$ cat config.mk
export PLATFORM = sky130hd
export DESIGN_NAME = if_stage
export DESIGN_NICKNAME = d
export VERILOG_FILES = /design/src/rtl/if_stage.sv
export SDC_FILE = /design/constraint.sdc
export NUM_CORES = 1
export LEC_CHECK = 0
export ABC_CLOCK_PERIOD_IN_PS = 3680
export BUFFER_PORTS_ARGS = -buffer_cell sky130_fd_sc_hd__buf_2
export CAP_MARGIN = 10
export CORE_ASPECT_RATIO = 1.4
export CORE_MARGIN = 10
export CORE_UTILIZATION = 45
export DETAILED_ROUTE_END_ITERATION = 10
export PLACE_DENSITY_LB_ADDON = 0.1
export SETUP_SLACK_MARGIN = 0.3
export SLEW_MARGIN = 20
export SYNTH_ARGS = -nofsm -noshare
export SYNTH_HDL_FRONTEND = slang
export SYNTH_SLANG_ARGS = --single-unit
export TNS_END_PERCENT = 5
$ cat constraint.sdc
create_clock -name clk -period 3.68 [get_ports clk]
set_clock_uncertainty 0.05 [all_clocks]
set_input_delay 0.552 -clock clk [delete_from_list [all_inputs] [get_ports clk]]
set_output_delay 0.552 -clock clk [all_outputs]
set_load 0.05 [all_outputs]
$ cat src/rtl/if_stage.sv
// Instruction-fetch stage: PC, 1-cycle-latency SRAM reads, DEPTH-entry fetch buffer.
// Optional macro IF_FETCH_CNT_EN adds the fetch_cnt delivered-instruction counter.
module if_stage #(
  parameter logic [31:0] RESET_PC = 32'h0000_0000,
  parameter int          ADDR_W   = 8,
  parameter int          DEPTH    = 2
) (
  input  logic              clk,
  input  logic              rst_n,
  input  logic              stall,
  input  logic              PCSrc,
  input  logic [31:0]       branch_target,
  output logic              isram_rd,
  output logic [ADDR_W-1:0] isram_addr,
  input  logic [31:0]       isram_dout,
  output logic [31:0]       instn,
  output logic              instn_valid,
  output logic [31:0]       instn_pc,
  output logic [31:0]       pc_plus4
`ifdef IF_FETCH_CNT_EN
  ,
  output logic [31:0]       fetch_cnt
`endif
);

  localparam int PW = (DEPTH > 1) ? $clog2(DEPTH) : 1;
  localparam int CW = $clog2(DEPTH + 1);
  localparam logic [CW:0]   DEPTH_C = (CW+1)'(DEPTH);
  localparam logic [PW-1:0] LAST_P  = PW'(DEPTH - 1);

  typedef struct packed {
    logic [31:0] pc;
    logic [31:0] ins;
  } entry_t;

  entry_t        buf_q [DEPTH];
  logic [PW-1:0] rd_q, rd_d, wr_q, wr_d;
  logic [CW-1:0] cnt_q, cnt_d;
  logic [31:0]   pc_q, pc_d;
  logic [31:0]   fl_pc_q, fl_pc_d;
  logic          fl_q, fl_d;
  logic [CW:0]   occ;
  logic          pop, push, issue;
  entry_t        head;

  function automatic logic [PW-1:0] inc_ptr(input logic [PW-1:0] p);
    if (p == LAST_P) return '0;
    return p + 1'b1;
  endfunction

  assign occ         = {1'b0, cnt_q} + (CW+1)'(fl_q);
  assign instn_valid = (cnt_q != '0) & ~PCSrc;
  assign pop         = instn_valid & ~stall;
  // In-flight data landing during a redirect is dropped, never buffered.
  assign push        = fl_q & ~PCSrc;
  // rst_n term keeps the read enable low while reset is held.
  assign issue       = rst_n & ~PCSrc & ((occ < DEPTH_C) | ((occ == DEPTH_C) & pop));

  assign isram_rd   = issue;
  assign isram_addr = pc_q[ADDR_W+1:2];

  assign head     = buf_q[rd_q];
  assign instn    = instn_valid ? head.ins : 32'h0;
  assign instn_pc = instn_valid ? head.pc  : 32'h0;
  assign pc_plus4 = instn_pc + 32'd4;

  always_comb begin
    pc_d    = pc_q;
    fl_d    = 1'b0;
    fl_pc_d = fl_pc_q;
    rd_d    = rd_q;
    wr_d    = wr_q;
    cnt_d   = cnt_q;
    if (PCSrc) begin
      pc_d  = {branch_target[31:2], 2'b00};
      rd_d  = '0;
      wr_d  = '0;
      cnt_d = '0;
    end else begin
      if (issue) begin
        pc_d    = pc_q + 32'd4;
        fl_d    = 1'b1;
        fl_pc_d = pc_q;
      end
      if (push) wr_d = inc_ptr(wr_q);
      if (pop)  rd_d = inc_ptr(rd_q);
      cnt_d = cnt_q + CW'(push) - CW'(pop);
    end
  end

  always_ff @(posedge clk or negedge rst_n) begin
    if (!rst_n) begin
      pc_q    <= RESET_PC;
      fl_q    <= 1'b0;
      fl_pc_q <= 32'h0;
      rd_q    <= '0;
      wr_q    <= '0;
      cnt_q   <= '0;
    end else begin
      pc_q    <= pc_d;
      fl_q    <= fl_d;
      fl_pc_q <= fl_pc_d;
      rd_q    <= rd_d;
      wr_q    <= wr_d;
      cnt_q   <= cnt_d;
    end
  end

  // Storage needs no reset: entries are only observed once counted valid.
  always_ff @(posedge clk) begin
    if (push) buf_q[wr_q] <= '{pc: fl_pc_q, ins: isram_dout};
  end

`ifdef IF_FETCH_CNT_EN
  logic [31:0] fcnt_q;

  always_ff @(posedge clk or negedge rst_n) begin
    if (!rst_n)   fcnt_q <= 32'h0;
    else if (pop) fcnt_q <= fcnt_q + 32'd1;
  end

  assign fetch_cnt = fcnt_q;
`endif

endmodule

==> results.toml, run 1 <==
[timing]
hold_viol = 0
worstMarginPinSlew_ns = 0.912
fmax_ghz = 0.295
slew_headroom_pct = 39.2
period_share_pct = 92.2
layout_min_cycle_time_ns = 3.39
hold_slack_ns = 0.269
finalSetupTns_ns = 0
setup_viol_count_final = 0
slew_viol_final = 0
rsz0062_at_grt = "yes"

[route]
drt_iter0_markers = 266
antenna_left = 0
vias_per_cell = 5.11
drt-total-wl_um = 20200
drcViolationCount = 0
vias = 5676
wl_per_cell_um = 18.2
first_pass_iters = 5

[yosys]
syn_inst = 670
synthArstFlopShare_pct = 34.4
synthFlopType = "edfxtp_1"
avgSynthCellArea_um2 = 13.1
synth_edf_count = 124
synth_cell_types = 54
ys_ff_latch = 189
synth_top_area_share_pct = 42.4
synth_top_area_cell = "edfxtp_1"
ys_seq_area_share_pct = 61.0
yosys-top-cells-area = "edfxtp_1 42%, dfrtp_1 19%, mux2i_1 7.4%, mux2_2 4.6%, nor2_1 3.1%"
synth_area_mm2 = 0.00877
ys_warn_count = 0

[setup_path]
required_ns = 3.08
r2r_cells = 8
r2r_start = "cnt_q[0]"
worst_setup_path_start_kind = "flop"
r2r-end = "fl_pc_q[10]"
end_kind = "primary output"
rrSetupSlack_ns = 0.79
path_max_fanout = 8
arrival_ns = 2.79
cp-startpoint = "rd_q"
crit_type = "reg2out"

[clock_network]
cts.clk_slew.worst_paths_ns = 0.07
clockBufferDepth = 2
cts_root_buf = "clkbuf_16"
cts_tree = "built"
clk_latency_ns = 0.42
cts.sinks = 189
htree_num_levels = 4
cts_buffers = 17

[global_routing]
global_route.peak_usage_layer = "met2"
grt_max_degree = 64
overflow = 0
antenna_found_initial = 0
track_usage_pct = 16.0
grt_pass1_wl_um = 33000
use_met3_pct = 4.15
grtUsageMet1_pct = 19.5
grt_pass1_vias = 6133
grtUsageMet2_pct = 26.9

[die]
io_pins = 174
start_util_pct = 45.7
core_mm2 = 0.0192
fp.dieH_um = 185
die_w_um = 138
die_area_mm2 = 0.0256
row_count = 60

[layout]
drive_above_1_share_pct = 37.9
n_fill_cell = 1628
syn2layout_area_growth_pct = 25.3
postLayoutCoreUtil_pct = 57.2
mostFrequentLayoutCells = "157 x buf_2, 124 x edfxtp_1, 68 x nor2_1, 65 x mux2i_1, 62 x dfrtp_1"
antenna_cells = 0
fin_nets = 925
final_common_cell = "buf_2"

[pwr]
leakagePower_uw = 0.00447
power_density_mw_per_mm2 = 489
irDropWorstVdd_mv = 0.298
total_power_uw = 5380

[place]
gp_congestion = 0.847
place_hpwl_um = 14800
portBuffers = 167

[worst_hold_path]
hp-class = "in2reg"
worstHoldEndpoint = "buf_q[1][13]"
min_from = "isram_dout[13]"
hold_depth = 1

[run_status]
status = "complete, no violations"

[flow_run]
drv_cap = 0
==> report_power, final <==
part / total (µW) / internal (µW) / switching, µW
logic: 990 / 341 / 650
registers: 2630 / 2490 / 142
clock network: 1760 / 965 / 790
total: 5380 / 3790 / 1580
==> per-layer routing <==
layer  vias to the layer above  part of all wire (%)
met3                        24                   4.9
met2                       157                    51
li1                       2769                     -
met4                         0                   1.8
met1                      2726                    43
met5                         -                     0
==> timing repair <==
| action | in CTS | in global routing |
|---|---|---|
| resized for setup | 30 | 0 |
| buffers inserted | 15 | 1 |
| cloned | 1 | 0 |
| endpoints found under the setup margin | 21 | 22 |
| hold endpoints to repair | 2 | 0 |
| pin swaps | 12 | 3 |
| hold buffers | 1 | 0 |
==> registers in the layout, summed over array words and instances, names as in the netlist <==
name     cells
buf_q      124
cnt_q        2
fl_pc_q     30
fl_q         1
pc_q        30
rd_q         1
wr_q         1
==> cell type report <==
type	count	area [µm²]	share of cell area, %
clock buffer	18	439	4.00
clock inverter	14	133	1.21
inverter	12	48.8	0.444
multi-input combinational	427	3510	31.9
sequential	189	5360	48.7
tap	248	310	2.82
timing repair buffer	203	1190	10.9
==> metrics by stage <==
step / instances / worst slack, ns / area [µm²]
floorplan: 673 / -0.285 / 9110
global placement: 1061 / 0.209 / 10100
detailed placement: 1061 / 0.111 / 10100
CTS: 1110 / 0.256 / 11000
global route: 1111 / 0.140 / 11000
finish: 1111 / 0.285 / 11000
==> worst max path at each step <==
stage / endpoint / slack [ns] / depth (start not counted)
2_1_floorplan: buf_q[0][0] / -0.29 / 3
3_3_place_gp: pc_plus4[30] / 0.21 / 8
3_5_place_dp: pc_plus4[30] / 0.11 / 8
4_1_cts: pc_plus4[30] / 0.26 / 7
5_1_grt: pc_plus4[30] / 0.14 / 7
6_report: pc_plus4[25] / 0.29 / 9
==> synthesized netlist by cell type, drive strengths merged (19+ instances only) <==
cell / instances
edfxtp: 124
nor2: 74
dfrtp: 65
mux2i: 65
nand2: 43
mux2: 36
buf: 32
xnor2: 30
o21ai: 28
xor2: 27
nand3: 20
nor4: 19
==> kinds of logic (layout without fill, tap and decap cells) <==
logic type	count (synthesis)	count (layout)	synth area share [%]
mux	101	101	12.0
simple gates	220	220	13.7
flops	189	189	61.0
fa+ha+maj	7	7	0.998
other cells	1	4	0.0427
buf+inv	58	247	3.65
xor+xnor	57	57	5.69
compound gates	37	38	2.92
==> critical path: stages (launching register included) <==
cell and delay, ns:
dfrtp_4 0.53, buf_4 0.16, buf_4 0.13, mux2i_1 0.17
nor4_4 0.22, buf_4 0.19, nand3_4 0.17, nor4_2 0.33
xor2_1 0.23, buf_4 0.24
Power figures use the tool's default switching activity.
==> run 2, diff against run 1 <==
--- a/config.mk
+++ b/config.mk
@@ -5,7 +5,7 @@
 export SDC_FILE = /design/constraint.sdc
 export NUM_CORES = 1
 export LEC_CHECK = 0
-export ABC_CLOCK_PERIOD_IN_PS = 3680
+export ABC_CLOCK_PERIOD_IN_PS = 4100
 export BUFFER_PORTS_ARGS = -buffer_cell sky130_fd_sc_hd__buf_2
 export CAP_MARGIN = 10
 export CORE_ASPECT_RATIO = 1.4
@@ -13,7 +13,6 @@
 export CORE_UTILIZATION = 45
 export DETAILED_ROUTE_END_ITERATION = 10
 export PLACE_DENSITY_LB_ADDON = 0.1
-export SETUP_SLACK_MARGIN = 0.3
 export SLEW_MARGIN = 20
 export SYNTH_ARGS = -nofsm -noshare
 export SYNTH_HDL_FRONTEND = slang
==> constraint.sdc (replaced) <==
create_clock -name clk -period 4.1 [get_ports clk]
set_clock_uncertainty 0.05 [all_clocks]
set_input_delay 0.615 -clock clk [delete_from_list [all_inputs] [get_ports clk]]
set_output_delay 0.615 -clock clk [all_outputs]
set_load 0.05 [all_outputs]
==> results.toml, run 2 (same netlist as run 1, synthesis figures left out) <==
[place]
portBuffers = 167
place_worst_setup_slack_ns = 0.440
place_hpwl_um = 14600
gp_congestion = 0.854

[timing]
period_share_pct = 92.0
rsz0062_at_grt = "no"
setup_viol_count_final = 0
layout_setup_ws_ns = 0.329
slew_viol_final = 0
slew_headroom_pct = 41.1
layout_min_cycle_time_ns = 3.77
hold_slack_ns = 0.0269
fmax_ghz = 0.265
finalSetupTns_ns = 0
hold_viol = 0
worstMarginPinSlew_ns = 0.884

[setup_path]
r2r_cells = 8
end_kind = "primary output"
critPathTopFamily = "simple AND/OR/NAND/NOR gates"
crit_chain = "mux2i_1, nor4_4, nand4b_2, nor3_1, xor2_2, buf_2"
crit_type = "reg2out"
crit_path_max_incr_delay_ns = 0.69
cp.buffers_inverters = 1
arrival_ns = 3.11
required_ns = 3.43
path_max_fanout = 28
worst_setup_path_start_kind = "flop"
path_depth = 6
critPathSlowestCell = "dfrtp_4"

[route]
wl_per_cell_um = 17.8
drcViolationCount = 0
vias = 5628
antenna_left = 0
vias_per_cell = 5.17
drt-total-wl_um = 19400
first_pass_iters = 5
drt_iter0_markers = 211

[clock_network]
post_cts_buffers = 0
cts_tree = "built"
clockBufferDepth = 2
cts_root_buf = "clkbuf_16"
cts.clk_slew.worst_paths_ns = 0.07
htree_num_levels = 4
cts.sinks = 189
cts_buffers = 17
clk_latency_ns = 0.43

[die]
core_mm2 = 0.0192
die_w_um = 138
start_util_pct = 45.7
fp.dieH_um = 185
io_pins = 174
die_area_mm2 = 0.0256
row_count = 60

[global_routing]
grt_pass1_wl_um = 31700
antenna_found_initial = 0
grt_max_degree = 63
overflow = 0
track_usage_pct = 15.2
grt_pass1_vias = 6034

[flow_run]
drv_cap = 0

[layout]
postLayoutCoreUtil_pct = 54.8
top_regs = "buf_q x124, fl_pc_q x30, pc_q x30"
antenna_cells = 0
regArea_mm2 = 0.00535
fin_nets = 902
n_fill_cell = 1704
syn2layout_area_growth_pct = 20.1
drive_above_1_share_pct = 35.1
largest_reg_flops = 124
largest_register = "buf_q"
mostFrequentLayoutCells = "167 x buf_2, 124 x edfxtp_1, 68 x nor2_1, 65 x mux2i_1, 64 x dfrtp_1"
multiInputGateArea_mm2 = 0.00328
final_common_cell = "buf_2"

[pwr]
irDropWorstVdd_mv = 0.273
power_density_mw_per_mm2 = 460
leakagePower_uw = 0.00423

[worst_hold_path]
hp-class = "in2async"

[run_status]
status = "complete, no violations"
-- run 2: changes by cell type in the layout (fill, tap and decap cells not counted), sizes merged --
cell / previous run / this run
clkinvlp: 3 / 2
bufinv: 1 / 2
clkinv: 5 / 6
o21bai: 2 / 1
dlygate4sd3: 1 / 0
clkbuf: 18 / 17
buf: 202 / 181
-- run 2: metrics by stage --
| step | area (µm²) | power (µW) | instances |
|---|---|---|---|
| 2_1_floorplan | 8930 | 3020 | 673 |
| 3_3_place_gp | 9930 | 3210 | 1056 |
| 3_5_place_dp | 9930 | 3240 | 1056 |
| 4_1_cts | 10500 | 4900 | 1088 |
| 5_1_grt | 10500 | 5060 | 1088 |
| 6_report | 10500 | 4840 | 1088 |
-- run 2: final timing paths --
check | start | endpoint | slack (ns)
min in group clk | isram_dout[30] | buf_q[0][30] | 0.33
min | rst_n | fl_pc_q[2] | 0.03
max reg2reg | cnt_q[0] | fl_pc_q[4] | 1.35
max in group asynchronous | rst_n | fl_pc_q[28] | 2.94
max | rd_q | pc_plus4[14] | 0.33
min reg2reg | fl_pc_q[12] | buf_q[0][44] | 0.42
-- run 2: layer usage --
| layer | vias to the layer above | global-route usage [%] | wire length, µm |
|---|---|---|---|
| met4 | 0 | 4.82 | 187 |
| met3 | 19 | 3.79 | 1060 |
| met5 | - | 0 | 0 |
| met2 | 166 | 26.3 | 9770 |
| met1 | 2720 | 18.3 | 8370 |
| li1 | 2723 | - | - |
-- run 2: repair_timing --
action,in CTS,in global routing
gates resized for setup,0,1
setup endpoints to repair,0,2
hold buffers,0,0
-- run 2: worst reg2reg max path: cells and delay by family, from the launching register on --
family	cells	cell delay, ns
muxes	1	0.39
AOI/OAI and AO/OA	1	0.55
and+or+nand+nor	2	0.32
buffers and inverters	2	0.42
adders and majority gates	2	0.47
DFF	1	0.43
-- run 2: layout make-up --
| cell class | count | share of cell area, % |
|---|---|---|
| inverters | 12 | 0.463 |
| flip-flops and latches | 189 | 50.8 |
| well taps | 248 | 2.94 |
| clock buffers | 17 | 4.04 |
| repair buffers | 181 | 8.93 |
| clock inverters | 15 | 1.70 |
| multi-input cells | 426 | 31.1 |
-- run 2: where the power goes --
part	total (µW)	switching, µW	internal, µW
Combinational	821	549	271
Sequential	2370	136	2230
Clock	1660	734	922
==> run 3, diff against run 2 <==
--- a/config.mk
+++ b/config.mk
@@ -11,6 +11,7 @@
 export CORE_ASPECT_RATIO = 1.4
 export CORE_MARGIN = 10
 export CORE_UTILIZATION = 45
+export CTS_BUF_LIST = sky130_fd_sc_hd__clkbuf_8
 export DETAILED_ROUTE_END_ITERATION = 10
 export PLACE_DENSITY_LB_ADDON = 0.1
 export SLEW_MARGIN = 20
==> results.toml, run 3 (same netlist as run 1, synthesis figures left out) <==
[setup_path]
worst_setup_path_start_kind = "flop"
required_ns = 3.43
path_max_fanout = 28
crit_type = "reg2out"
arrival_ns = 3.14
r2r_cells = 8
end_kind = "primary output"

[clock_network]
cts_tree = "built"
cts_buffers = 17
cts_root_buf = "clkbuf_8"
cts.sinks = 189
htree_num_levels = 4
clk_latency_ns = 0.46
clockBufferDepth = 2
post_cts_buffers = 0
cts.clk_slew.worst_paths_ns = 0.10

[worst_hold_path]
hp-class = "in2reg"
hold_depth = 1

[global_routing]
antenna_found_initial = 0
overflow = 0
grt_pass1_wl_um = 31600
track_usage_pct = 15.2
grt_max_degree = 63
grt_pass1_vias = 6039

[pwr]
power_density_mw_per_mm2 = 428
leakagePower_uw = 0.00415
irDropWorstVdd_mv = 0.182
switching_share_pct = 30.8
p_int_uw = 3070
p_comb_share_pct = 18.5
seqPwrFrac_pct = 53.4
power_switching_uw = 1370
pwr-share-clk_pct = 28.1

[layout]
largest_register = "buf_q"
drive_above_1_share_pct = 35.1
fin_nets = 903
final_common_cell = "buf_2"
fin_area_mm2 = 0.0104
largest_reg_flops = 124
mostFrequentLayoutCells = "167 x buf_2, 124 x edfxtp_1, 68 x nor2_1, 65 x mux2i_1, 64 x dfrtp_1"
syn2layout_area_growth_pct = 18.0
top_regs = "buf_q x124, fl_pc_q x30, pc_q x30"
antenna_cells = 0

[timing]
setup_viol_count_final = 0
hold_viol = 0
worstMarginPinSlew_ns = 0.896
finalSetupTns_ns = 0
slew_headroom_pct = 40.3
layout_min_cycle_time_ns = 3.80
fmax_ghz = 0.263
slew_viol_final = 0
period_share_pct = 92.7

[route]
wl_per_cell_um = 17.7
antenna_left = 0
drcViolationCount = 0
vias = 5635
first_pass_iters = 5
drt-total-wl_um = 19300
drt_iter0_markers = 214
vias_per_cell = 5.17

[die]
start_util_pct = 45.7
fp.dieH_um = 185
io_pins = 174
die_w_um = 138
die_area_mm2 = 0.0256
core_mm2 = 0.0192
row_count = 60

[place]
place_area_mm2 = 0.00993
place_hpwl_um = 14600
gp_congestion = 0.854
portBuffers = 167

[run_status]
status = "complete, no violations"

[flow_run]
drv_cap = 0
-- run 3: cell count changes in the layout (fill, tap and decap cells not counted), sizes merged --
cell | before | now
dlygate4sd3 | 0 | 1
-- run 3: metrics by stage --
| stage | hold slack [ns] | power [µW] | cells | util (%) | setup WS, ns |
|---|---|---|---|---|---|
| after detailed placement | 0.406 | 3240 | 1056 | 51.6 | 0.440 |
| after CTS | 0.261 | 4490 | 1089 | 53.8 | 0.173 |
| after global routing | 0.246 | 4650 | 1089 | 53.9 | -0.0223 |
| after global placement | 0.400 | 3210 | 1056 | 51.6 | 0.480 |
| after floorplan | 0.269 | 3020 | 673 | - | -0.0597 |
| final | 0.297 | 4430 | 1089 | 53.9 | 0.299 |
-- run 3: critical path: stages, from the launching register on --
cell,delay (ns)
dfrtp_4,0.70
buf_4,0.36
mux2i_1,0.15
nor3_1,0.31
nand3_2,0.27
nor4_1,0.36
xor2_1,0.22
buf_2,0.30
-- run 3: routing by layer --
layer	vias to the layer above	GRT usage (%)	share of wire, %
li1	2719	-	-
met1	2730	18.1	43
met2	163	26.2	50
met3	23	4.02	5.1
met4	0	4.56	1.3
met5	-	0	0
-- run 3: layout make-up --
cell class	count	area, µm²
multi-input combinational	426	3280
clock buffer	17	234
tap	248	310
inverter	12	48.8
fill	1729	8860
clock inverter	15	179
sequential	189	5350
timing repair buffer	182	951
-- run 3: power by group through the flow --
stage          Sequential [µW]  Clock, µW  Combinational (µW)
3_3_place_gp              2390          0                 815
5_1_grt                   2390       1370                 885
2_1_floorplan             2350          0                 672
4_1_cts                   2370       1290                 831
6_report                  2370       1250                 820
3_5_place_dp              2410          0                 827
-- run 3: path summary, 6_finish.rpt --
path,slack [ns],to,start
max,0.30,pc_plus4[25],rd_q
min in group asynchronous,0.53,fl_pc_q[2],rst_n
min,0.30,buf_q[1][25],isram_dout[25]
max reg2reg,1.34,fl_pc_q[3],cnt_q[0]
max in group asynchronous,2.45,fl_pc_q[26],rst_n
min reg2reg,0.43,buf_q[1][44],fl_pc_q[12]
-- run 3: repair_timing --
| action | 4_1_cts | 5_1_grt |
|---|---|---|
| hold buffers | 1 | 0 |
| resized for setup | 0 | 1 |
| hold endpoints to repair | 9 | 0 |
| setup endpoints to repair | 0 | 2 |
